`src/rtl/metadata_stream_pkg.sv`:
```
// Constants shared by the metadata splitter/merger pair.
package metadata_stream_pkg;

    localparam int DW = 128;

    localparam logic SRC_IN1 = 1'b0;
    localparam logic SRC_IN2 = 1'b1;

endpackage

```
`src/rtl/axis_skid_buffer.sv`:
```
// Two-entry registered output stage (main + skid) for an AXI-Stream path.
// The upstream ready depends only on registered state.
module axis_skid_buffer #(
    parameter int W = 129
) (
    input  logic         clk,
    input  logic         resetn,
    input  logic [W-1:0] in_data,
    input  logic         in_valid,
    output logic         in_ready,
    output logic [W-1:0] out_data,
    output logic         out_valid,
    input  logic         out_ready
);

    logic         r_mainValid;
    logic [W-1:0] r_mainData;
    logic         r_skidValid;
    logic [W-1:0] r_skidData;

    logic         w_load;
    logic         w_inXfer;

    assign in_ready  = !r_skidValid;
    assign out_valid = r_mainValid;
    assign out_data  = r_mainData;

    assign w_load   = out_ready || !r_mainValid;
    assign w_inXfer = in_valid && !r_skidValid;

    // When main can take a beat the skid entry always wins, which keeps arrival order.
    always_ff @(posedge clk or negedge resetn) begin
        if (!resetn) begin
            r_mainValid <= 1'b0;
            r_mainData  <= '0;
            r_skidValid <= 1'b0;
            r_skidData  <= '0;
        end else if (w_load) begin
            if (r_skidValid) begin
                r_mainValid <= 1'b1;
                r_mainData  <= r_skidData;
                r_skidValid <= 1'b0;
            end else begin
                r_mainValid <= w_inXfer;
                if (w_inXfer) begin
                    r_mainData <= in_data;
                end
            end
        end else if (w_inXfer) begin
            r_skidValid <= 1'b1;
            r_skidData  <= in_data;
        end
    end

endmodule

```
`src/rtl/metadata_merger.sv`:
```
// Two-to-one AXI-Stream merger with round-robin, burst-bounded arbitration.
// Each output beat carries its source in axis_out_tid.
module metadata_merger #(
    parameter int DW        = metadata_stream_pkg::DW,
    parameter int MAX_BURST = 4
) (
    input  logic          clk,
    input  logic          resetn,
    input  logic [DW-1:0] axis_in1_tdata,
    input  logic          axis_in1_tvalid,
    output logic          axis_in1_tready,
    input  logic [DW-1:0] axis_in2_tdata,
    input  logic          axis_in2_tvalid,
    output logic          axis_in2_tready,
    output logic [DW-1:0] axis_out_tdata,
    output logic          axis_out_tid,
    output logic          axis_out_tvalid,
    input  logic          axis_out_tready
);

    import metadata_stream_pkg::*;

    localparam int CW = $clog2(MAX_BURST + 1);
    localparam logic [CW-1:0] CNT_MAX = CW'(MAX_BURST);

    logic          r_owner;
    logic [CW-1:0] r_cnt;

    logic          w_accept;
    logic          w_sel;
    logic          w_ownerValid;
    logic          w_xfer;
    logic [DW:0]   w_beat;
    logic [DW:0]   w_outBeat;

    assign w_ownerValid = (r_owner == SRC_IN2) ? axis_in2_tvalid : axis_in1_tvalid;

    // The owner keeps the grant until its burst budget is spent, then yields if the other side waits.
    always_comb begin
        w_sel = r_owner;
        if (axis_in1_tvalid && axis_in2_tvalid) begin
            w_sel = (r_cnt < CNT_MAX) ? r_owner : !r_owner;
        end else if (axis_in1_tvalid) begin
            w_sel = SRC_IN1;
        end else if (axis_in2_tvalid) begin
            w_sel = SRC_IN2;
        end
    end

    assign axis_in1_tready = resetn && w_accept && (w_sel == SRC_IN1);
    assign axis_in2_tready = resetn && w_accept && (w_sel == SRC_IN2);

    assign w_xfer = (w_sel == SRC_IN2) ? (axis_in2_tvalid && axis_in2_tready)
                                       : (axis_in1_tvalid && axis_in1_tready);
    assign w_beat = {w_sel, (w_sel == SRC_IN2) ? axis_in2_tdata : axis_in1_tdata};

    // An idle owner gets its count forced to the limit so a waiting source wins next time.
    always_ff @(posedge clk or negedge resetn) begin
        if (!resetn) begin
            r_owner <= SRC_IN2;
            r_cnt   <= CNT_MAX;
        end else if (w_xfer) begin
            if (w_sel == r_owner) begin
                r_cnt <= (r_cnt == CNT_MAX) ? r_cnt : r_cnt + CW'(1);
            end else begin
                r_owner <= w_sel;
                r_cnt   <= CW'(1);
            end
        end else if (w_accept && !w_ownerValid) begin
            r_cnt <= CNT_MAX;
        end
    end

    axis_skid_buffer #(
        .W(DW + 1)
    ) u_outStage (
        .clk       (clk),
        .resetn    (resetn),
        .in_data   (w_beat),
        .in_valid  (w_xfer),
        .in_ready  (w_accept),
        .out_data  (w_outBeat),
        .out_valid (axis_out_tvalid),
        .out_ready (axis_out_tready)
    );

    assign axis_out_tdata = w_outBeat[DW-1:0];
    assign axis_out_tid   = w_outBeat[DW];

endmodule
```
`config.mk`:
```
export PLATFORM = sky130hd
export DESIGN_NAME = metadata_merger
export DESIGN_NICKNAME = d
export VERILOG_FILES = /design/src/rtl/metadata_stream_pkg.sv /design/src/rtl/axis_skid_buffer.sv /design/src/rtl/metadata_merger.sv
export SDC_FILE = /design/constraint.sdc
export NUM_CORES = 1
export LEC_CHECK = 0
export ABC_AREA = 1
export CAP_MARGIN = 20
export CORE_MARGIN = 8
export CORE_UTILIZATION = 50
export CTS_CLUSTER_SIZE = 8
export DETAILED_ROUTE_END_ITERATION = 8
export GPL_TIMING_DRIVEN = 1
export PLACE_DENSITY = 0.92
export SLEW_MARGIN = 20
export SYNTH_ARGS = -nofsm -noshare
export SYNTH_HDL_FRONTEND = slang
export SYNTH_SLANG_ARGS = --single-unit
```
`constraint.sdc`:
```
create_clock -name clk -period 5 [get_ports clk]
set_input_delay 0.75 -clock clk [delete_from_list [all_inputs] [get_ports clk]]
set_output_delay 0.75 -clock clk [all_outputs]
set_load 0.02 [all_outputs]
```
# Yosys cells after proc, flatten, opt, wreduce, memory -nomap -nowiden
# Index checks and enable logic that the tools add are counted.
dict set report totals {
  in_bits 261
  wordCells 50
  output_inout_bits 132
  reg_bits 264
}
dict set report classes {
  addsub 1
  muxes 16
  order_cmp 1
  eq_ne 3
  n_reduce_logical 20
  bitwise_logic 3
}
# op n
set op_table {}
lappend op_table {{$mux W129} 2}
lappend op_table {{$mux W128} 1}
lappend op_table {{$mux W3} 4}
lappend op_table {{$mux W1} 9}
lappend op_table {{$logic_and A1 B1 Y1} 8}
lappend op_table {{$reduce_and A2 Y1} 4}
lappend op_table {{$reduce_bool A2 Y1} 3}
lappend op_table {{$logic_not A1 Y1} 4}
lappend op_table {{$add A3 B1 Y3 const B} 1}
lappend op_table {{$eq A3 B3 Y1 const B} 1}
lappend op_table {{$lt A3 B3 Y1 const B} 1}
lappend op_table {{$ne A3 B3 Y1 const B} 1}
lappend op_table {{$not A1 Y1} 3}
lappend op_table {{$eq A1 B1 Y1} 1}
lappend op_table {{$logic_or A1 B1 Y1} 1}

# Depth between registers and ports, before layout
# Gate-level depths: netlist (run 1).
dict set report logic_depth {
  word_depth 10
  ltp_mapped 12
}

# Cells and area by module
# From an unflattened synthesis (run 1), not the netlist that was laid out.
dict set report hier_totals {
  hier_cells 2002
  area_unflattened_um2 13729.4
}
# mod instances area_each_um2 cells_each
set by_module_without_submodules {}
lappend by_module_without_submodules {axis_skid_buffer 1 11706.2 1534}
lappend by_module_without_submodules {metadata_merger 1 2023.2 468}

# Least setup slack after synthesis (run 1)
# No wires, ideal clock.
dict set report synth_path {
  kind {input-to-output}
  start {input axis_in2_tvalid}
  end {output axis_in1_tready}
  t_arrival_ns 1.524
  path_stages 6
  path_slack_ns 2.726
  path_cell_list {nand2_1 > nand2_1 > nand2_1 > nand2_1 > clkbuf_1 > nor2_1}
}
dict set report synth_between {
  elab_chain_len 5
  word_cells_on_any_way 6
  cone_classes {mux: 3; bitwise: 1; reduce/logical: 2}
}
# element line
set synth_lines {}
lappend synth_lines {{from (decl)} metadata_merger.sv:13} ;# input logic axis_in2_tvalid,
lappend synth_lines {{$mux W1} metadata_merger.sv:45} ;# end else if (axis_in2_tvalid) begin
lappend synth_lines {{$mux W1} metadata_merger.sv:43} ;# end else if (axis_in1_tvalid) begin
lappend synth_lines {{$mux W1 (*)} metadata_merger.sv:41} ;# if (axis_in1_tvalid && axis_in2_tvalid) begin
lappend synth_lines {{$not A1 Y1 (*)} metadata_merger.sv:50} ;# assign axis_in1_tready = resetn && w_accept && (w_sel == SRC_IN1);
lappend synth_lines {{$logic_and A1 B1 Y1 (*)} metadata_merger.sv:50}
lappend synth_lines {{to (decl)} metadata_merger.sv:11} ;# output logic axis_in1_tready,
# Mark *: on every way between the ends. The rest lies on a longest branch, timed or not.

# Worst setup path after layout (run 1)
# Same ends and word-level chain as after synthesis.

==> results.json, run 1 <==
{
  "status": "complete, no violations",
  "slew_viol_final": 0,
  "critPathLaunchType": "input pin",
  "place_ws_ns": 1.11,
  "coreArea_mm2": 0.0296,
  "cts_made_buffers": 38,
  "ctsLongestPathBuffers": 3,
  "die-area_mm2": 0.0358,
  "crit_path_cell_trace": "clkdlybuf4s50_1 -> nand2_1 -> nand2_1 -> nand2_4 -> nand2_4 -> nor2_1 -> clkdlybuf4s50_1",
  "ys_ff_latch": 264,
  "p_sw_share_pct": 43.5,
  "worstPathRequired_ns": 4.25,
  "grt_antenna_before_repair": 2,
  "cts.reportedPaths.clkPinSlew_ns": 0.05,
  "total_power_w": 0.0122,
  "tightest_slew_ns": 1.06,
  "maxCapViolations": 0,
  "seqCellArea_mm2": 0.00661,
  "portBuffers": 392,
  "syn_nets": 2410,
  "combPwrFrac_pct": 49.8,
  "die_h_um": 189,
  "cp_slowest_stage_delay_ns": 0.65,
  "critPathKind": "input pin to primary output",
  "synthMuxAreaShare_pct": 0,
  "p_seq_share_pct": 31.0,
  "grt_overflow": 0,
  "synth_fa_ha_area_share_pct": 0.167,
  "post-cts-setup-buffer-count": 0,
  "nets": 2719,
  "setup_viol": 0,
  "place_congestion": 0.895,
  "io_pins": 393,
  "leakage_nw": 10.9,
  "yosysUniqueCellTypes": 25,
  "synth.avg_cell_area_um2": 6.99,
  "slowest_stage": "clkdlybuf4s50_1",
  "grt_first_pass_wirelength_um": 80000,
  "synthSimpleGateAreaFrac_pct": 36.8,
  "synth_top_family_by_area": "simple AND/OR/NAND/NOR gates",
  "synthCells": 2147,
  "first_global_vias": 15900,
  "first_pass_iters": 7,
  "cts.sinks": 264,
  "insertion_delay_ns": 0.50,
  "num_rows": 63,
  "synth-compound-area-share_pct": 6.62,
  "hold_buffers": 0,
  "synth-seq-area-share_pct": 44.0,
  "multi_input_area_mm2": 0.00660,
  "clkPwrFrac_pct": 19.2,
  "min_path_type": "input pin to async pin",
  "fill_cells": 2296,
  "rsz0062_at_grt": "no",
  "syn_area_mm2": 0.0150,
  "avgViaCountPerCell": 5.45,
  "cp.arrival_ns": 2.98,
  "vdd_ir_drop_max_mv": 0.399,
  "yosysWarnings": 0,
  "fin_skew_ns": 0.0111,
  "p_int_w": 0.00691,
  "period_needed_ns": 3.73,
  "worstPathMaxFanout": 60,
  "final_util_pct": 67.0,
  "drt_iter0_drc": 1480,
  "switchingPower_w": 0.00532,
  "p_per_area_mw_per_mm2": 616,
  "timing_hold_violations_final": 0,
  "fin_ws_ns": 1.27,
  "routed_wl_um": 49500,
  "relSlewSlack_pct": 29.1,
  "tritoncts": "yes",
  "syn2layout_area_growth_pct": 32.4,
  "gr-usage-all-layers_pct": 27.0,
  "fin_crit_sh_pct": 74.5,
  "die_x_um": 189,
  "cp-end-kind": "primary output",
  "vias": 15600,
  "root_buffer": "clkbuf_16",
  "cts.repair.resized": 0,
  "wire_per_inst_um": 17.3,
  "place_hpwl_um": 32300,
  "synth_xor_area_share_pct": 0.0584,
  "finalSetupTns_ns": 0,
  "drive_gt1_share_pct": 6.41,
  "initial_utilization_pct": 50.6,
  "drc_errors": 0,
  "detail-route-antenna-nets": 0,
  "max_freq_mhz": 268,
  "cts_max_level": 2,
  "grt_max_degree": 135
}
area by class of cell:
| cell class | count | area share (%) |
|---|---|---|
| tap | 390 | 2.46 |
| sequential | 264 | 33.3 |
| timing repair buffer | 410 | 20.6 |
| multi-input combinational | 1473 | 33.2 |
| inverter | 269 | 5.11 |
| antenna | 1 | 0.0126 |
| clock buffer | 48 | 5.30 |
power groups by stage:
| stage | clock network (W) | registers, W | logic, W |
|---|---|---|---|
| after floorplan | 0 | 0.00429 | 0.00331 |
| after global placement | 0 | 0.00374 | 0.00581 |
| after detailed placement | 0 | 0.00379 | 0.00604 |
| after CTS | 0.00238 | 0.00378 | 0.00608 |
| after global routing | 0.00247 | 0.00391 | 0.00670 |
| final | 0.00234 | 0.00380 | 0.00610 |
synthesized netlist by cell type:
library cell | n | area share [%]
nand4_1 | 1 | 0.042
inv_1 | 265 | 6.6
o21ai_0 | 32 | 1.1
dfrtp_1 | 262 | 44
nand2_2 | 3 | 0.13
clkinv_1 | 1 | 0.025
clkbuf_1 | 53 | 1.3
dfstp_2 | 2 | 0.35
inv_2 | 2 | 0.050
xnor2_1 | 1 | 0.058
a211oi_1 | 1 | 0.050
inv_4 | 1 | 0.042
buf_4 | 24 | 1.2
buf_2 | 43 | 1.4
nand2_4 | 1 | 0.075
nand3_2 | 2 | 0.13
nand3_1 | 392 | 13
nor2_1 | 7 | 0.18
o211ai_1 | 1 | 0.050
a21oi_1 | 1 | 0.033
o21ai_2 | 82 | 4.8
nand2_1 | 928 | 23
ha_1 | 2 | 0.17
buf_6 | 21 | 1.6
o21ai_1 | 19 | 0.63
metal layers:
metal | share of wire (%) | GRT usage [%] | vias up
li1 | - | - | 7253
met5 | 0.026 | 0 | -
met4 | 4.9 | 14.5 | 2
met2 | 48 | 44.7 | 1059
met1 | 37 | 32.7 | 7069
met3 | 10 | 5.83 | 181
placed cells by master, fill, tap and decap left out, drive strengths merged:
cell type / netlist / final
o21ai: 133 / 133
xnor2: 1 / 1
dfrtp: 262 / 262
clkdlybuf4s50: 0 / 391
a211oi: 1 / 1
buf: 88 / 19
nand2: 932 / 932
ha: 2 / 2
o211ai: 1 / 1
diode: 0 / 1
clkbuf: 53 / 48
a21oi: 1 / 1
nor2: 7 / 7
dfstp: 2 / 2
nand4: 1 / 1
inv: 268 / 269
nand3: 394 / 394
sequential cells by signal, indices dropped and copies added (netlist names):
| name | count |
|---|---|
| u_outStage.r_skidValid | 1 |
| r_cnt | 3 |
| u_outStage.r_skidData | 129 |
| r_owner | 1 |
| u_outStage.out_valid | 1 |
| u_outStage.out_data | 129 |
worst max-delay path: cells and delay by family:
family,cells,cell delay [ns]
buffers and inverters,2,1.21
AND/OR/NAND/NOR,5,0.98
metrics by stage:
| step | hold WS, ns | instances | cell area [µm²] |
|---|---|---|---|
| global placement | 0.453 | 2806 | 18800 |
| CTS | 0.188 | 2854 | 19900 |
| global route | 0.207 | 2855 | 19900 |
| floorplan | 0.453 | 2147 | 15000 |
| finish | 0.181 | 2855 | 19900 |
| detailed placement | 0.458 | 2806 | 18800 |
final timing paths:
check / slack (ns) / cells past startpoint / to / start
worst max-delay path: 1.27 / 7 / axis_in1_tready / axis_in2_tvalid
worst min-delay path: 0.18 / 1 / u_outStage.out_data[84]$_DFFE_PN0P_ / resetn
worst max register to register: 1.50 / 9 / u_outStage.r_skidData[30]$_DFFE_PN0P_ / u_outStage.r_skidValid$_DFFE_PN0P_
worst min register to register: 0.46 / 2 / u_outStage.out_data[52]$_DFFE_PN0P_ / u_outStage.out_data[52]$_DFFE_PN0P_
max in group asynchronous: 2.66 / 3 / u_outStage.r_skidData[20]$_DFFE_PN0P_ / resetn
min in group clk: 0.46 / 2 / u_outStage.out_data[52]$_DFFE_PN0P_ / u_outStage.out_data[52]$_DFFE_PN0P_
logic make-up after synthesis:
family                     Yosys count
xor gates and xnor gates             1
AOI/OAI and AO/OA                  136
adders and majority gates            2
DFF                                264
and+or+nand+nor                   1334
buffers and inverters              410
Power figures use the tool's default switching activity.
==> run 2, diff against run 1 <==
- clock period: 5 -> 3.8 ns (I/O delays scaled with it)
==> results.json, run 2 (synthesis gave the netlist of run 1 again) <==
{
  "worst-path-buf-inv": 2,
  "coreArea_mm2": 0.0296,
  "worstPathMaxFanout": 36,
  "critPathKind": "input pin to primary output",
  "multi_input_area_mm2": 0.00660,
  "relSlewSlack_pct": 36.0,
  "wire_per_inst_um": 17.3,
  "crit_family": "buffers and inverters",
  "cts_made_buffers": 39,
  "ctsLongestPathBuffers": 3,
  "insertion_delay_ns": 0.50,
  "place_congestion": 0.870,
  "cts_max_level": 2,
  "grt_first_pass_wirelength_um": 81000,
  "status": "complete, no violations",
  "drc_errors": 0,
  "rsz0062_at_grt": "no",
  "die-area_mm2": 0.0358,
  "final_util_pct": 67.3,
  "cts.repair.resized": 0,
  "final_cell_area_mm2": 0.0199,
  "leakage_nw": 10.9,
  "vias": 15600,
  "worstPathRequired_ns": 3.23,
  "max_freq_mhz": 314,
  "portBuffers": 392,
  "root_buffer": "clkbuf_16",
  "detail-route-antenna-nets": 0,
  "timing_hold_violations_final": 0,
  "final_cell_mix": "926 x nand2_1, 391 x nand3_1, 391 x clkdlybuf4s50_1",
  "die_h_um": 189,
  "cts.reportedPaths.clkPinSlew_ns": 0.05,
  "critPathLaunchType": "input pin",
  "cp-end-kind": "primary output",
  "antennaDiodeCount": 0,
  "routed_wl_um": 49300,
  "cp.arrival_ns": 2.62,
  "cts.sinks": 264,
  "slowest_stage": "clkdlybuf4s50_1",
  "tritoncts": "yes",
  "io_pins": 393,
  "fin_skew_ns": 0.0122,
  "setup_viol": 0,
  "first_pass_iters": 6,
  "slew_viol_final": 0,
  "die_x_um": 189,
  "vdd_ir_drop_max_mv": 0.543,
  "place_hpwl_um": 32200,
  "crit_path_cell_trace": "clkdlybuf4s50_1 -> nand2_1 -> nand2_1 -> nand2_4 -> nand2_4 -> nor2_1 -> clkdlybuf4s50_1",
  "grt_max_degree": 176,
  "finalSetupTns_ns": 0,
  "first_global_vias": 16300,
  "drive_gt1_share_pct": 6.56,
  "seqCellArea_mm2": 0.00661,
  "fin_crit_sh_pct": 83.9,
  "period_needed_ns": 3.19,
  "syn2layout_area_growth_pct": 32.9,
  "initial_utilization_pct": 50.6,
  "drt_iter0_drc": 1249,
  "cp_slowest_stage_delay_ns": 0.63,
  "fill_cells": 2331,
  "placed_area_mm2": 0.0189,
  "post-cts-setup-buffer-count": 0,
  "gr-usage-all-layers_pct": 27.2,
  "avgViaCountPerCell": 5.45,
  "p_per_area_mw_per_mm2": 811,
  "tightest_slew_ns": 0.961,
  "hold_buffers": 1,
  "grt_overflow": 0,
  "num_rows": 63,
  "maxCapViolations": 0,
  "min_path_type": "flop to flop",
  "layout_commonest_cell": "nand2_1",
  "nets": 2724,
  "grt_antenna_before_repair": 1
}
-- run 2: changes by cell type in the layout (fill, tap and decap cells not counted), sizes merged --
| cell | delta |
|---|---|
| diode | -1 |
| clkinv | +1 |
| clkbuf | +1 |
| dlygate4sd3 | +1 |
| buf | +3 |
-- run 2: where the power goes --
part	total, W	leakage [nW]	internal (W)	switching [W]
combinational	0.00811	7.13	0.00303	0.00508
clock	0.00310	0.519	0.00191	0.00119
sequential	0.00496	3.27	0.00418	0.000778
-- run 2: area by class of cell --
cell class                      count  area share (%)
Timing Repair Buffer              414            20.9
Clock buffer                       49            5.30
Tap cell                          390            2.45
Sequential cell                   264            33.2
Clock inverter                      1          0.0439
Multi-Input combinational cell   1473            33.1
Inverter                          269            5.09
-- run 2: final timing paths --
path / end / start / slack (ns) / depth (start not counted)
setup / recovery: axis_in1_tready / axis_in2_tvalid / 0.61 / 7
hold / removal: u_outStage.out_data[81]$_DFFE_PN0P_ / u_outStage.out_data[81]$_DFFE_PN0P_ / 0.47 / 2
setup reg to reg: u_outStage.out_data[74]$_DFFE_PN0P_ / r_cnt[2]$_DFFE_PN1P_ / 1.24 / 10
hold reg to reg: u_outStage.out_data[81]$_DFFE_PN0P_ / u_outStage.out_data[81]$_DFFE_PN0P_ / 0.47 / 2
max in group asynchronous: u_outStage.out_data[28]$_DFFE_PN0P_ / resetn / 1.20 / 4
min in group asynchronous: u_outStage.out_data[84]$_DFFE_PN0P_ / resetn / 0.51 / 2
-- run 2: worst register-to-register path, delay by kind of cell (launching register included) --
| kind | cells | cell delay [ns] |
|---|---|---|
| flops | 1 | 0.59 |
| buf+inv | 2 | 0.68 |
| simple gates | 8 | 1.18 |
-- run 2: routing by layer --
| metal | vias up | share of wire (%) | global-route usage (%) |
|---|---|---|---|
| li1 | 7256 | - | - |
| met1 | 7183 | 36 | 32.2 |
| met2 | 947 | 47 | 44.0 |
| met3 | 211 | 10 | 6.94 |
| met4 | 2 | 6.5 | 16.7 |
| met5 | - | 0.026 | 0 |
-- run 2: metrics by stage --
| stage | cells | setup slack, ns | total power (W) | hold slack (ns) |
|---|---|---|---|---|
| floorplan | 2147 | 1.86 | 0.00999 | 0.274 |
| global placement | 2809 | 0.695 | 0.0126 | 0.419 |
| detailed placement | 2809 | 0.648 | 0.0130 | 0.422 |
| CTS | 2860 | 0.619 | 0.0162 | 0.469 |
| global route | 2860 | 0.477 | 0.0173 | 0.487 |
| finish | 2860 | 0.613 | 0.0162 | 0.466 |
==> run 3, diff against run 2 <==
- clock period: 3.8 -> 3.3 ns (I/O delays scaled with it)
==> results.json, run 3 (synthesis gave the netlist of run 1 again) <==
{
  "cp-end-kind": "primary output",
  "max_freq_mhz": 353,
  "hold_buffers": 0,
  "critPathKind": "input pin to primary output",
  "detail-route-antenna-nets": 0,
  "cp.arrival_ns": 2.34,
  "coreArea_mm2": 0.0296,
  "tightest_slew_ns": 0.994,
  "critPathLaunchType": "input pin",
  "maxCapViolations": 0,
  "routed_wl_um": 49400,
  "cts.sinks": 264,
  "die_h_um": 189,
  "nets": 2725,
  "cts.reportedPaths.clkPinSlew_ns": 0.05,
  "drt_iter0_drc": 1387,
  "r2r_slack_ns": 0.71,
  "first_global_vias": 16200,
  "vdd_ir_drop_max_mv": 0.566,
  "final_util_pct": 67.6,
  "layout_commonest_cell": "nand2_1",
  "initial_utilization_pct": 50.6,
  "min_path_type": "input pin to async pin",
  "worstPathRequired_ns": 2.80,
  "fin_ws_ns": 0.469,
  "drive_gt1_share_pct": 6.67,
  "portBuffers": 392,
  "total_power_w": 0.0187,
  "drc_errors": 0,
  "place_hpwl_um": 32500,
  "status": "complete, no violations",
  "final_cell_mix": "926 x nand2_1, 391 x nand3_1, 391 x clkdlybuf4s50_1",
  "fin_skew_ns": 0.0163,
  "rsz0062_at_grt": "no",
  "p_per_area_mw_per_mm2": 932,
  "finalSetupTns_ns": 0,
  "leakage_nw": 11.0,
  "die-area_mm2": 0.0358,
  "cts_max_level": 2,
  "syn2layout_area_growth_pct": 33.5,
  "first_pass_iters": 6,
  "die_x_um": 189,
  "ctsLongestPathBuffers": 3,
  "slew_viol_final": 0,
  "place_congestion": 0.886,
  "setup_viol": 0,
  "place_ws_ns": 0.475,
  "insertion_delay_ns": 0.50,
  "antennaDiodeCount": 0,
  "grt_first_pass_wirelength_um": 79800,
  "whs_ns": 0.138,
  "grt_overflow": 0,
  "root_buffer": "clkbuf_16",
  "worstPathMaxFanout": 7,
  "vias": 15700,
  "period_needed_ns": 2.83,
  "io_pins": 393,
  "gr-usage-all-layers_pct": 26.9,
  "timing_hold_violations_final": 0,
  "post-cts-setup-buffer-count": 0,
  "tritoncts": "yes",
  "cts.repair.resized": 0,
  "avgViaCountPerCell": 5.49,
  "grt_max_degree": 134,
  "num_rows": 63,
  "fin_crit_sh_pct": 85.8,
  "grt_antenna_before_repair": 1,
  "cts_made_buffers": 39,
  "relSlewSlack_pct": 33.7,
  "wire_per_inst_um": 17.2
}
run 3: final cells by class:
class	count	area [µm²]
fill	2255	9610
inverter	269	1010
clock buffer	49	1060
tap	390	488
sequential	264	6610
multi-input combinational	1473	6600
clock inverter	2	12.5
timing repair buffer	415	4240
run 3: path summary, 6_finish.rpt:
check / to / from / cells after the start
worst max-delay path: axis_in2_tready / axis_in2_tvalid / 6
worst min-delay path: u_outStage.r_skidData[128]$_DFFE_PN0P_ / resetn / 2
worst max register to register: r_cnt[0]$_DFFE_PN0P_ / u_outStage.r_skidValid$_DFFE_PN0P_ / 7
worst min register to register: u_outStage.out_data[112]$_DFFE_PN0P_ / u_outStage.out_data[112]$_DFFE_PN0P_ / 2
max in group asynchronous: u_outStage.r_skidData[62]$_DFFE_PN0P_ / resetn / 3
min in group clk: u_outStage.out_data[112]$_DFFE_PN0P_ / u_outStage.out_data[112]$_DFFE_PN0P_ / 2
run 3: stage by stage:
stage | cell area, µm² | std cells
global route | 20000 | 2862
finish | 20000 | 2862
floorplan | 15000 | 2147
global placement | 19000 | 2811
CTS | 20000 | 2862
detailed placement | 19000 | 2811
run 3: critical path, stage by stage:
cell and delay (ns):
clkdlybuf4s50_1 0.65, nand2_1 0.13, nand3_1 0.11, nand2_1 0.13, nor2_1 0.16, clkdlybuf4s50_1 0.65
run 3: power by group:
| group | switching (W) | total, W | leakage [nW] | internal [W] |
|---|---|---|---|---|
| sequential | 0.000944 | 0.00576 | 3.27 | 0.00482 |
| clock | 0.00137 | 0.00357 | 0.519 | 0.00220 |
| combinational | 0.00578 | 0.00933 | 7.17 | 0.00354 |
| total | 0.00809 | 0.0187 | 11.0 | 0.0106 |
run 3: per-layer routing:
metal  track usage, %  vias up  wire [µm]
li1                 -     7258          -
met1             31.2     7252      18200
met2             44.9      958      23400
met3             5.92      229       4670
met4             16.2        2       3090
met5                0        -         13
